**config.mk**
```make
export PLATFORM = sky130hd
export DESIGN_NAME = tx_fifo_feeder
export DESIGN_NICKNAME = d
export VERILOG_FILES = /design/src/rtl/tx_fifo_feeder.sv
export SDC_FILE = /design/constraint.sdc
export NUM_CORES = 1
export LEC_CHECK = 0
export BUFFER_PORTS_ARGS = -buffer_cell sky130_fd_sc_hd__buf_2
export CAP_MARGIN = 10
export CORE_MARGIN = 1.5
export CORE_UTILIZATION = 35
export DETAILED_ROUTE_END_ITERATION = 8
export GPL_TIMING_DRIVEN = 0
export PLACE_DENSITY = 0.48
export SYNTH_ARGS = -nofsm -noshare
export SYNTH_HDL_FRONTEND = slang
export SYNTH_SLANG_ARGS = --single-unit
```
**constraint.sdc**
```tcl
create_clock -name clk -period 4.4 [get_ports clk]
set_input_delay 0.44 -clock clk [delete_from_list [all_inputs] [get_ports clk]]
set_output_delay 0.44 -clock clk [all_outputs]
set_load 0.01 [all_outputs]
```
**src/rtl/tx_fifo_feeder.sv**
```systemverilog
// Byte FIFO and send sequencer that feeds a UART transmitter through the
// tx_en_sig / tx_data / tx_done handshake, one byte at a time.
module tx_fifo_feeder #(
  parameter int DEPTH_LOG2 = 4
) (
  input  logic                  clk,
  input  logic                  rst_n,
  input  logic                  wr_en,
  input  logic [7:0]            wr_data,
  output logic                  full,
  output logic                  empty,
  output logic [DEPTH_LOG2:0]   count,
  output logic                  overflow,
  output logic                  tx_en_sig,
  output logic [7:0]            tx_data,
  input  logic                  tx_done
);
  localparam int AW    = DEPTH_LOG2;
  localparam int CW    = DEPTH_LOG2 + 1;
  localparam int DEPTH = 1 << DEPTH_LOG2;

  typedef enum logic {IDLE = 1'b0, SEND = 1'b1} state_t;

  state_t          state, state_nxt;
  logic [7:0]      mem [DEPTH];
  logic [AW-1:0]   wr_ptr, rd_ptr;
  logic [CW-1:0]   cnt;
  logic            push, pop;

  assign count     = cnt;
  assign empty     = (cnt == '0);
  assign full      = (cnt == CW'(DEPTH));
  // full is the pre-edge value, so a push while full is rejected even if a pop happens
  assign push      = wr_en & ~full;
  assign tx_en_sig = (state == SEND);

  always_comb begin
    state_nxt = state;
    pop       = 1'b0;
    case (state)
      IDLE: if (!empty) begin
        pop       = 1'b1;
        state_nxt = SEND;
      end
      SEND: if (tx_done) state_nxt = IDLE;
      default: state_nxt = IDLE;
    endcase
  end

  // storage is not reset; only the pointers/count define what is valid
  always_ff @(posedge clk) begin
    if (push) mem[wr_ptr] <= wr_data;
  end

  always_ff @(posedge clk or negedge rst_n) begin
    if (!rst_n) begin
      state    <= IDLE;
      wr_ptr   <= '0;
      rd_ptr   <= '0;
      cnt      <= '0;
      overflow <= 1'b0;
      tx_data  <= 8'h00;
    end else begin
      state    <= state_nxt;
      overflow <= wr_en & full;
      if (push) wr_ptr <= wr_ptr + AW'(1);
      if (pop) begin
        rd_ptr  <= rd_ptr + AW'(1);
        tx_data <= mem[rd_ptr];
      end
      case ({push, pop})
        2'b10:   cnt <= cnt + CW'(1);
        2'b01:   cnt <= cnt - CW'(1);
        default: cnt <= cnt;
      endcase
    end
  end
endmodule

```
==> flow_metrics.env, run 1 <==
export IMPL_core_area_mm2=0.0172
export IMPL_antenna_found_initial=0
export IMPL_rsz0062_at_grt="no"
export IMPL_layout_nets=383
export IMPL_drive_gt1_share_pct=29.8
export IMPL_seqPwrFrac_pct=39.8
export IMPL_clkLatencyLatePin_ps=420
export IMPL_drt_iter0_drc=269
export IMPL_synth_compound_area_share_pct=2.33
export IMPL_hpwl_um=8200
export IMPL_switchingPower_mw=1.41
export IMPL_die_area_mm2=0.0183
export IMPL_ys_top_cells_by_area="edfxtp_1 63%, mux4_2 11%, dfrtp_1 9.4%"
export IMPL_overflow=0
export IMPL_cts_root_buf="clkbuf_16"
export IMPL_max_slew_margin_pct=36.1
export IMPL_dpl_cell_area_mm2=0.00656
export IMPL_drc=0
export IMPL_maxCapViolCount=0
export IMPL_cp_top_family="simple AND/OR/NAND/NOR gates"
export IMPL_ys_types=40
export IMPL_ys_flop_type="edfxtp_1"
export IMPL_grt_start_max_net_pins=24
export IMPL_maxSlewViolCount=0
export IMPL_rows=48
export IMPL_ios=29
export IMPL_firstDrtPassIters=5
export IMPL_power_density_mw_per_mm2=669
export IMPL_p_total_mw=4.78
export IMPL_timing_rr_start="count[0]$_DFFE_PN0P_"
export IMPL_cts_buffers=17
export IMPL_wl_per_cell_um=20.7
export IMPL_layout_cells_non_filler=597
export IMPL_synth_area_per_cell_um2=19.5
export IMPL_crit_top_cell="inv_1"
export IMPL_layout_commonest_cell="edfxtp_1"
export IMPL_synthAdderAreaFrac_pct=2.17
export IMPL_swShare_pct=29.4
export IMPL_required_ps=4700
export IMPL_area_growth_syn_to_layout_pct=16.9
export IMPL_h_tree_depth=4
export IMPL_cts_setup_buffers=0
export IMPL_synth_top_family_by_area="multiplexers"
export IMPL_syn_nets=335
export IMPL_final_core_util_pct=41.6
export IMPL_path_class="reg2reg"
export IMPL_mostFrequentLayoutCells="128 x edfxtp_1, 33 x buf_2, 30 x mux4_2, 23 x dfrtp_1, 21 x nand2_1"
export IMPL_cp_slowest_cell="or3b_2"
export IMPL_hold_buffers=0
export IMPL_cts_sinks=151
export IMPL_critPathBufInv=3
export IMPL_startpoint_type="flip-flop"
export IMPL_cp_end_kind="flip-flop"
export IMPL_max_freq_mhz=324
export IMPL_die_x_um=135
export IMPL_hold_class="in2async"
export IMPL_muxShareOfSynthArea_pct=14.7
export IMPL_yosys_area_top_type="edfxtp_1"
export IMPL_timing_hold_ws_ps=34.5
export IMPL_worstPathArrival_ps=3380
export IMPL_routed_wl_um=12400
export IMPL_vias=2888
export IMPL_dp_slack_ps=1300
export IMPL_min_period_over_period_pct=70.1
export IMPL_p_leak_nw=2.50
export IMPL_fin_skew_ps=7.14
export IMPL_status="finished, final reports clean"
export IMPL_cp_slowest_stage_delay_ps=450
export IMPL_pwr_share_comb_pct=29.6
export IMPL_cts_tree="done"
export IMPL_grt_pass1_wl_um=19200
export IMPL_worst_pin_slew_ps=956
export IMPL_hold_violations=0
export IMPL_worstPathCellList="nor4_2, nand2_1, and2_1, buf_2, inv_1, ha_1, inv_1, fa_1, nor2b_1, o21ai_0, nand3_1, or3b_2, xnor2_1"
export IMPL_synth_cell_area_mm2=0.00612
export IMPL_yosys_area_share_simple_pct=4.21
export IMPL_diodes=0
export IMPL_fin_ws_ps=1320
export IMPL_dp_cells=567
export IMPL_synthXorXnorAreaFrac_pct=1.43
export IMPL_netlist_instances=313
export IMPL_crit_start="count[0]$_DFFE_PN0P_"
export IMPL_finalCriticalPeriod_ps=3080
export IMPL_synth_top_area_share_pct=62.8
export IMPL_grt_pass1_vias=3127
export IMPL_cts_resized=0
export IMPL_finalSetupTns_ps=0
export IMPL_start_util_pct=35.6
export IMPL_ant_nets=0
export IMPL_setup_viol=0
export IMPL_globalplace_congestion=0.732
export IMPL_ys_ff_latch=151
export IMPL_path_clk_slew_ps=60
export IMPL_ys_seq_area_share_pct=72.2
export IMPL_cts_buffer_depth=2
export IMPL_clockPowerShare_pct=30.7
export IMPL_io_buffers=28
export IMPL_dieHeight_um=135
export IMPL_synth_edf_count=128
export IMPL_yosysWarningCount=0
export IMPL_cp_max_fo=9
export IMPL_async_reset_ff_share_pct=15.2
export IMPL_viasPerCell=4.84
export IMPL_vdd_ir_drop_max_v=0.000293
export IMPL_grt_use_total_pct=15.1
export IMPL_p_int_mw=3.38
export IMPL_design_area_mm2=0.00715
-- worst reg2reg max path: stages (launching register included) --
cell,delay (ps)
dfrtp_1,440
nor4_2,380
nand2_1,120
and2_1,160
buf_2,160
inv_1,70
ha_1,220
inv_1,100
fa_1,410
nor2b_1,120
o21ai_0,100
nand3_1,90
or3b_2,450
xnor2_1,130
-- cell families after synthesis --
logic type / Yosys count
flops: 151
simple gates: 52
mux: 49
buf+inv: 25
compound gates: 16
xor+xnor: 10
fa+ha+maj: 10
-- registers in the layout, indices dropped and copies added, names as in the netlist --
signal	flops
mem	128
rd_ptr	4
overflow	1
wr_ptr	4
count	5
tx_data	8
tx_en_sig	1
-- metal layers --
metal	global-route usage, %	vias to the layer above	share of wire (%)
met5	0	-	0
met1	20.4	1493	47
met2	24.0	53	49
met4	4.66	0	1.0
li1	-	1332	-
met3	4.08	10	3.4
-- cell usage after synthesis (3+ instances only) --
cell type    n
ha_1         9
buf_2        4
dfrtp_1     23
buf_8        3
o21ai_0      4
edfxtp_1   128
nor2_1      13
nor3_1       4
mux4_2      30
clkbuf_1     3
inv_1        8
nand2_1     21
mux2i_1     17
xnor2_1      8
o221ai_1     7
-- final cells by class --
cell class | instances | area [um2]
tap | 225 | 282
inverter | 9 | 33.8
sequential | 151 | 4420
timing repair buffer | 29 | 145
clock inverter | 11 | 158
clock buffer | 19 | 433
fill | 1568 | 10000
buffer | 16 | 146
multi-input combinational | 137 | 1530
-- power groups by stage --
stage	clock (mW)	sequential [mW]	combinational [mW]
floorplan	0	1.92	1.02
global placement	0	1.92	1.44
detailed placement	0	1.93	1.45
CTS	1.50	1.90	1.45
global route	1.56	1.93	1.56
finish	1.47	1.90	1.41
-- path summary, 6_finish.rpt --
| check | endpoint | slack [ps] | cells past startpoint |
|---|---|---|---|
| worst max-delay path | count[4]$_DFFE_PN0P_ | 1320 | 13 |
| worst min-delay path | tx_data[7]$_DFFE_PN0P_ | 30 | 1 |
| worst max register to register | count[4]$_DFFE_PN0P_ | 1320 | 13 |
| worst min register to register | tx_data[6]$_DFFE_PN0P_ | 500 | 2 |
| max in group asynchronous | rd_ptr[2]$_DFFE_PN0P_ | 3960 | 1 |
| min in group clk | tx_en_sig$_DFF_PN0_ | 200 | 2 |
Power figures use the tool's default switching activity.
==> inputs of run 2 (changes only) <==
- clock period: 4.4 -> 3.16 ns (I/O delays scaled with it)
==> flow_metrics.env, run 2 (synthesis gave the netlist of run 1 again) <==
export IMPL_crit_top_cell="inv_1"
export IMPL_finalSetupTns_ps=0
export IMPL_start_util_pct=35.6
export IMPL_layout_commonest_cell="edfxtp_1"
export IMPL_path_clk_slew_ps=60
export IMPL_die_x_um=135
export IMPL_grt_start_max_net_pins=24
export IMPL_h_tree_depth=4
export IMPL_max_freq_mhz=342
export IMPL_cp_slowest_cell="or3b_2"
export IMPL_die_area_mm2=0.0183
export IMPL_antenna_found_initial=0
export IMPL_final_core_util_pct=41.8
export IMPL_grt_use_total_pct=15.1
export IMPL_cts_tree="done"
export IMPL_hold_violations=0
export IMPL_required_ps=3460
export IMPL_timing_hold_ws_ps=77.1
export IMPL_top_register="mem"
export IMPL_design_area_mm2=0.00718
export IMPL_layout_nets=384
export IMPL_power_density_mw_per_mm2=930
export IMPL_drc=0
export IMPL_clkLatencyLatePin_ps=420
export IMPL_drive_gt1_share_pct=30.6
export IMPL_layout_cells_non_filler=598
export IMPL_p_leak_nw=2.50
export IMPL_overflow=0
export IMPL_viasPerCell=4.84
export IMPL_io_buffers=28
export IMPL_fin_skew_ps=7.49
export IMPL_worstPathCellList="nor4_4, nand2_1, and2_1, buf_2, inv_1, ha_2, inv_1, fa_2, nor2b_1, o21ai_0, nand3_1, or3b_2, xnor2_1"
export IMPL_status="finished, final reports clean"
export IMPL_hpwl_um=8200
export IMPL_max_slew_margin_pct=37.1
export IMPL_fin_ws_ps=236
export IMPL_ant_nets=0
export IMPL_worstPathArrival_ps=3220
export IMPL_grt_pass1_vias=3130
export IMPL_rsz0062_at_grt="no"
export IMPL_drt_iter0_drc=263
export IMPL_largest_reg_flops=128
export IMPL_routed_wl_um=12400
export IMPL_dieHeight_um=135
export IMPL_dp_slack_ps=63.4
export IMPL_cp_end_kind="flip-flop"
export IMPL_startpoint_type="flip-flop"
export IMPL_cts_buffer_depth=2
export IMPL_rows=48
export IMPL_path_class="reg2reg"
export IMPL_cp_slowest_stage_delay_ps=450
export IMPL_cp_max_fo=9
export IMPL_finalCriticalPeriod_ps=2920
export IMPL_setup_viol=0
export IMPL_cts_root_buf="clkbuf_16"
export IMPL_globalplace_congestion=0.732
export IMPL_mostFrequentLayoutCells="128 x edfxtp_1, 33 x buf_2, 30 x mux4_2, 22 x dfrtp_1, 21 x nand2_1"
export IMPL_cts_sinks=151
export IMPL_ios=29
export IMPL_wl_per_cell_um=20.7
export IMPL_dp_cells=567
export IMPL_grt_pass1_wl_um=19200
export IMPL_area_growth_syn_to_layout_pct=17.3
export IMPL_core_area_mm2=0.0172
export IMPL_cts_buffers=17
export IMPL_p_total_mw=6.68
export IMPL_vdd_ir_drop_max_v=0.000408
export IMPL_vias=2894
export IMPL_maxCapViolCount=0
export IMPL_dpl_cell_area_mm2=0.00656
export IMPL_diodes=0
export IMPL_firstDrtPassIters=4
export IMPL_hold_class="in2reg"
export IMPL_worst_pin_slew_ps=940
export IMPL_maxSlewViolCount=0
export IMPL_min_period_over_period_pct=92.5
==> run 2: cell types whose count changed in the layout (fill, tap and decap cells not counted) <==
cell	before	now
dlygate4sd3_1	0	1
dfrtp_2	0	1
nor4_2	1	0
dfrtp_1	23	22
nor4_4	0	1
ha_1	9	8
fa_2	0	1
ha_2	0	1
fa_1	1	0
==> run 2: per-layer routing <==
metal	up-vias	wire [um]	global-route usage, %
met5	-	0	0
met4	0	125	4.66
met3	10	429	4.08
met2	49	5980	24.0
met1	1502	5820	20.4
li1	1333	-	-
==> run 2: worst paths after layout <==
path | from | to | slack, ps | depth (start not counted)
setup / recovery | count[1]$_DFFE_PN0P_ | count[4]$_DFFE_PN0P_ | 240 | 13
hold / removal | tx_done | tx_en_sig$_DFF_PN0_ | 80 | 2
setup reg to reg | count[1]$_DFFE_PN0P_ | count[4]$_DFFE_PN0P_ | 240 | 13
hold reg to reg | tx_data[6]$_DFFE_PN0P_ | tx_data[6]$_DFFE_PN0P_ | 500 | 2
max in group asynchronous | rst_n | count[2]$_DFFE_PN0P_ | 2260 | 2
min in group asynchronous | rst_n | tx_data[7]$_DFFE_PN0P_ | 460 | 2
==> run 2: cell type report <==
cell class	instances	area [um2]
repair buffers	30	155
flip-flops and latches	151	4420
fillers	1569	10000
clock buffers	19	433
plain buffers	16	146
multi-input cells	137	1550
well taps	225	282
clock inverters	11	158
inverters	9	33.8
==> run 2: power by group <==
part,internal [mW],total (mW),switching [mW]
Sequential,2.48,2.66,0.173
Combinational,0.925,1.98,1.05
Clock,1.30,2.04,0.742
==> run 2: timing repair <==
item	CTS	global route
buffers inserted	0	0
endpoints found under the hold margin	23	0
setup endpoints to repair	0	1
gates resized for setup	0	4
hold buffers	1	0
==> run 2: worst max-delay path, delay by kind of cell (launching register included) <==
family                     cells  cell delay [ps]
AOI/OAI and AO/OA              1              100
DFF                            1              430
buffers and inverters          3              310
and+or+nand+nor                6             1260
adders and majority gates      2              560
xor gates and xnor gates       1              130
==> inputs of run 3 (changes only) <==
- SETUP_SLACK_MARGIN: unset -> 0.4
==> flow_metrics.env, run 3 (synthesis gave the netlist of run 1 again) <==
export IMPL_status="finished, final reports clean"
export IMPL_firstDrtPassIters=5
export IMPL_p_leak_nw=2.53
export IMPL_finalSetupTns_ps=0
export IMPL_vias=2956
export IMPL_overflow=0
export IMPL_wl_per_cell_um=21.5
export IMPL_drive_gt1_share_pct=34.2
export IMPL_diodes=0
export IMPL_power_density_mw_per_mm2=931
export IMPL_top_register="mem"
export IMPL_rows=48
export IMPL_io_buffers=28
export IMPL_worst_pin_slew_ps=1060
export IMPL_globalplace_congestion=0.701
export IMPL_ant_nets=0
export IMPL_antenna_found_initial=0
export IMPL_cts_buffers=17
export IMPL_cp_max_fo=4
export IMPL_cts_sinks=151
export IMPL_maxCapViolCount=0
export IMPL_die_x_um=135
export IMPL_ios=29
export IMPL_cp_end_kind="flip-flop"
export IMPL_grt_start_max_net_pins=24
export IMPL_die_area_mm2=0.0183
export IMPL_hold_class="in2reg"
export IMPL_clkLatencyLatePin_ps=420
export IMPL_area_growth_syn_to_layout_pct=18.7
export IMPL_fin_skew_ps=22.1
export IMPL_hold_violations=0
export IMPL_nFillCells=1561
export IMPL_drc=0
export IMPL_core_area_mm2=0.0172
export IMPL_worstPathArrival_ps=2940
export IMPL_mostFrequentLayoutCells="128 x edfxtp_1, 31 x buf_2, 30 x mux4_2, 21 x nand2_1, 20 x dfrtp_1"
export IMPL_cts_tree="done"
export IMPL_layout_commonest_cell="edfxtp_1"
export IMPL_grt_pass1_wl_um=19600
export IMPL_routed_wl_um=13000
export IMPL_path_class="reg2reg"
export IMPL_largest_reg_flops=128
export IMPL_rsz0062_at_grt="yes"
export IMPL_grt_pass1_vias=3109
export IMPL_min_period_over_period_pct=83.6
export IMPL_drt_iter0_drc=183
export IMPL_max_freq_mhz=379
export IMPL_startpoint_type="flip-flop"
export IMPL_cts_root_buf="clkbuf_16"
export IMPL_layout_nets=389
export IMPL_viasPerCell=4.89
export IMPL_setup_viol=0
export IMPL_seq_area_mm2=0.00442
export IMPL_maxSlewViolCount=0
export IMPL_hpwl_um=8270
export IMPL_path_clk_slew_ps=60
export IMPL_multi_input_area_mm2=0.00158
export IMPL_vdd_ir_drop_max_v=0.000464
export IMPL_dp_slack_ps=157
export IMPL_max_slew_margin_pct=29.2
export IMPL_h_tree_depth=4
export IMPL_required_ps=3460
export IMPL_finalCriticalPeriod_ps=2640
export IMPL_grt_use_total_pct=15.5
export IMPL_dieHeight_um=135
export IMPL_cts_buffer_depth=2
export IMPL_fin_ws_ps=520
export IMPL_start_util_pct=35.6
-- run 3: what timing repair did --
| item | 4_1_cts | 5_1_grt |
|---|---|---|
| gates resized for setup | 10 | 2 |
| endpoints found under the hold margin | 23 | 0 |
| hold buffers | 1 | 0 |
| pin swaps | 7 | 4 |
| buffers inserted | 3 | 3 |
| setup endpoints to repair | 1 | 1 |
-- run 3: path summary, 6_finish.rpt --
kind	start	end	slack [ps]	cells past startpoint
min in group asynchronous	rst_n	count[0]$_DFFE_PN0P_	430	2
worst max register to register	count[0]$_DFFE_PN0P_	count[4]$_DFFE_PN0P_	520	13
max in group asynchronous	rst_n	count[1]$_DFFE_PN0P_	2300	2
worst min-delay path	tx_done	tx_en_sig$_DFF_PN0_	70	2
worst min register to register	tx_data[6]$_DFFE_PN0P_	tx_data[6]$_DFFE_PN0P_	510	2
worst max-delay path	count[0]$_DFFE_PN0P_	count[4]$_DFFE_PN0P_	520	13
-- run 3: power by group --
group	total (mW)	leakage, nW	switching (mW)	internal (mW)
Combinational	2.09	0.818	1.11	0.980
Sequential	2.66	1.43	0.172	2.49
Clock	2.01	0.286	0.775	1.24
-- run 3: cell type report --
type                            count  area share [%]
Timing Repair Buffer               35            2.69
Sequential cell                   151            60.9
Clock buffer                       19            5.96
Multi-Input combinational cell    137            21.8
Inverter                            9           0.534
Tap cell                          225            3.88
Buffer                             16            2.10
Clock inverter                     13            2.15
-- run 3: worst max-delay path, stage by stage, from the launching register on --
cell and delay, ps:
dfrtp_2 430, nor4_4 340, nand2_1 110, and2_4 160, buf_6 110, inv_2 50, ha_4 170, inv_4 40
fa_2 330, nor2b_1 120, o21ai_1 90, nand3_1 70, or3b_4 370, xnor2_1 130
-- run 3: per-stage QoR --
stage | hold slack (ps) | utilization [%] | area, um2 | cells | total power [mW]
2_1_floorplan | 20.4 | - | 6130 | 313 | 4.10
3_3_place_gp | 367 | 38.1 | 6550 | 566 | 4.71
4_1_cts | 62.0 | 42.1 | 7240 | 602 | 6.83
6_report | 68.8 | 42.3 | 7260 | 605 | 6.76
3_5_place_dp | 357 | 38.2 | 6570 | 566 | 4.74
5_1_grt | 67.2 | 42.3 | 7260 | 605 | 7.11
-- run 3: layer usage --
| layer | track usage [%] | share of wire (%) |
|---|---|---|
| met5 | 0 | 0 |
| met4 | 5.50 | 0.53 |
| met3 | 3.63 | 5.0 |
| met2 | 23.6 | 47 |
| met1 | 22.0 | 47 |
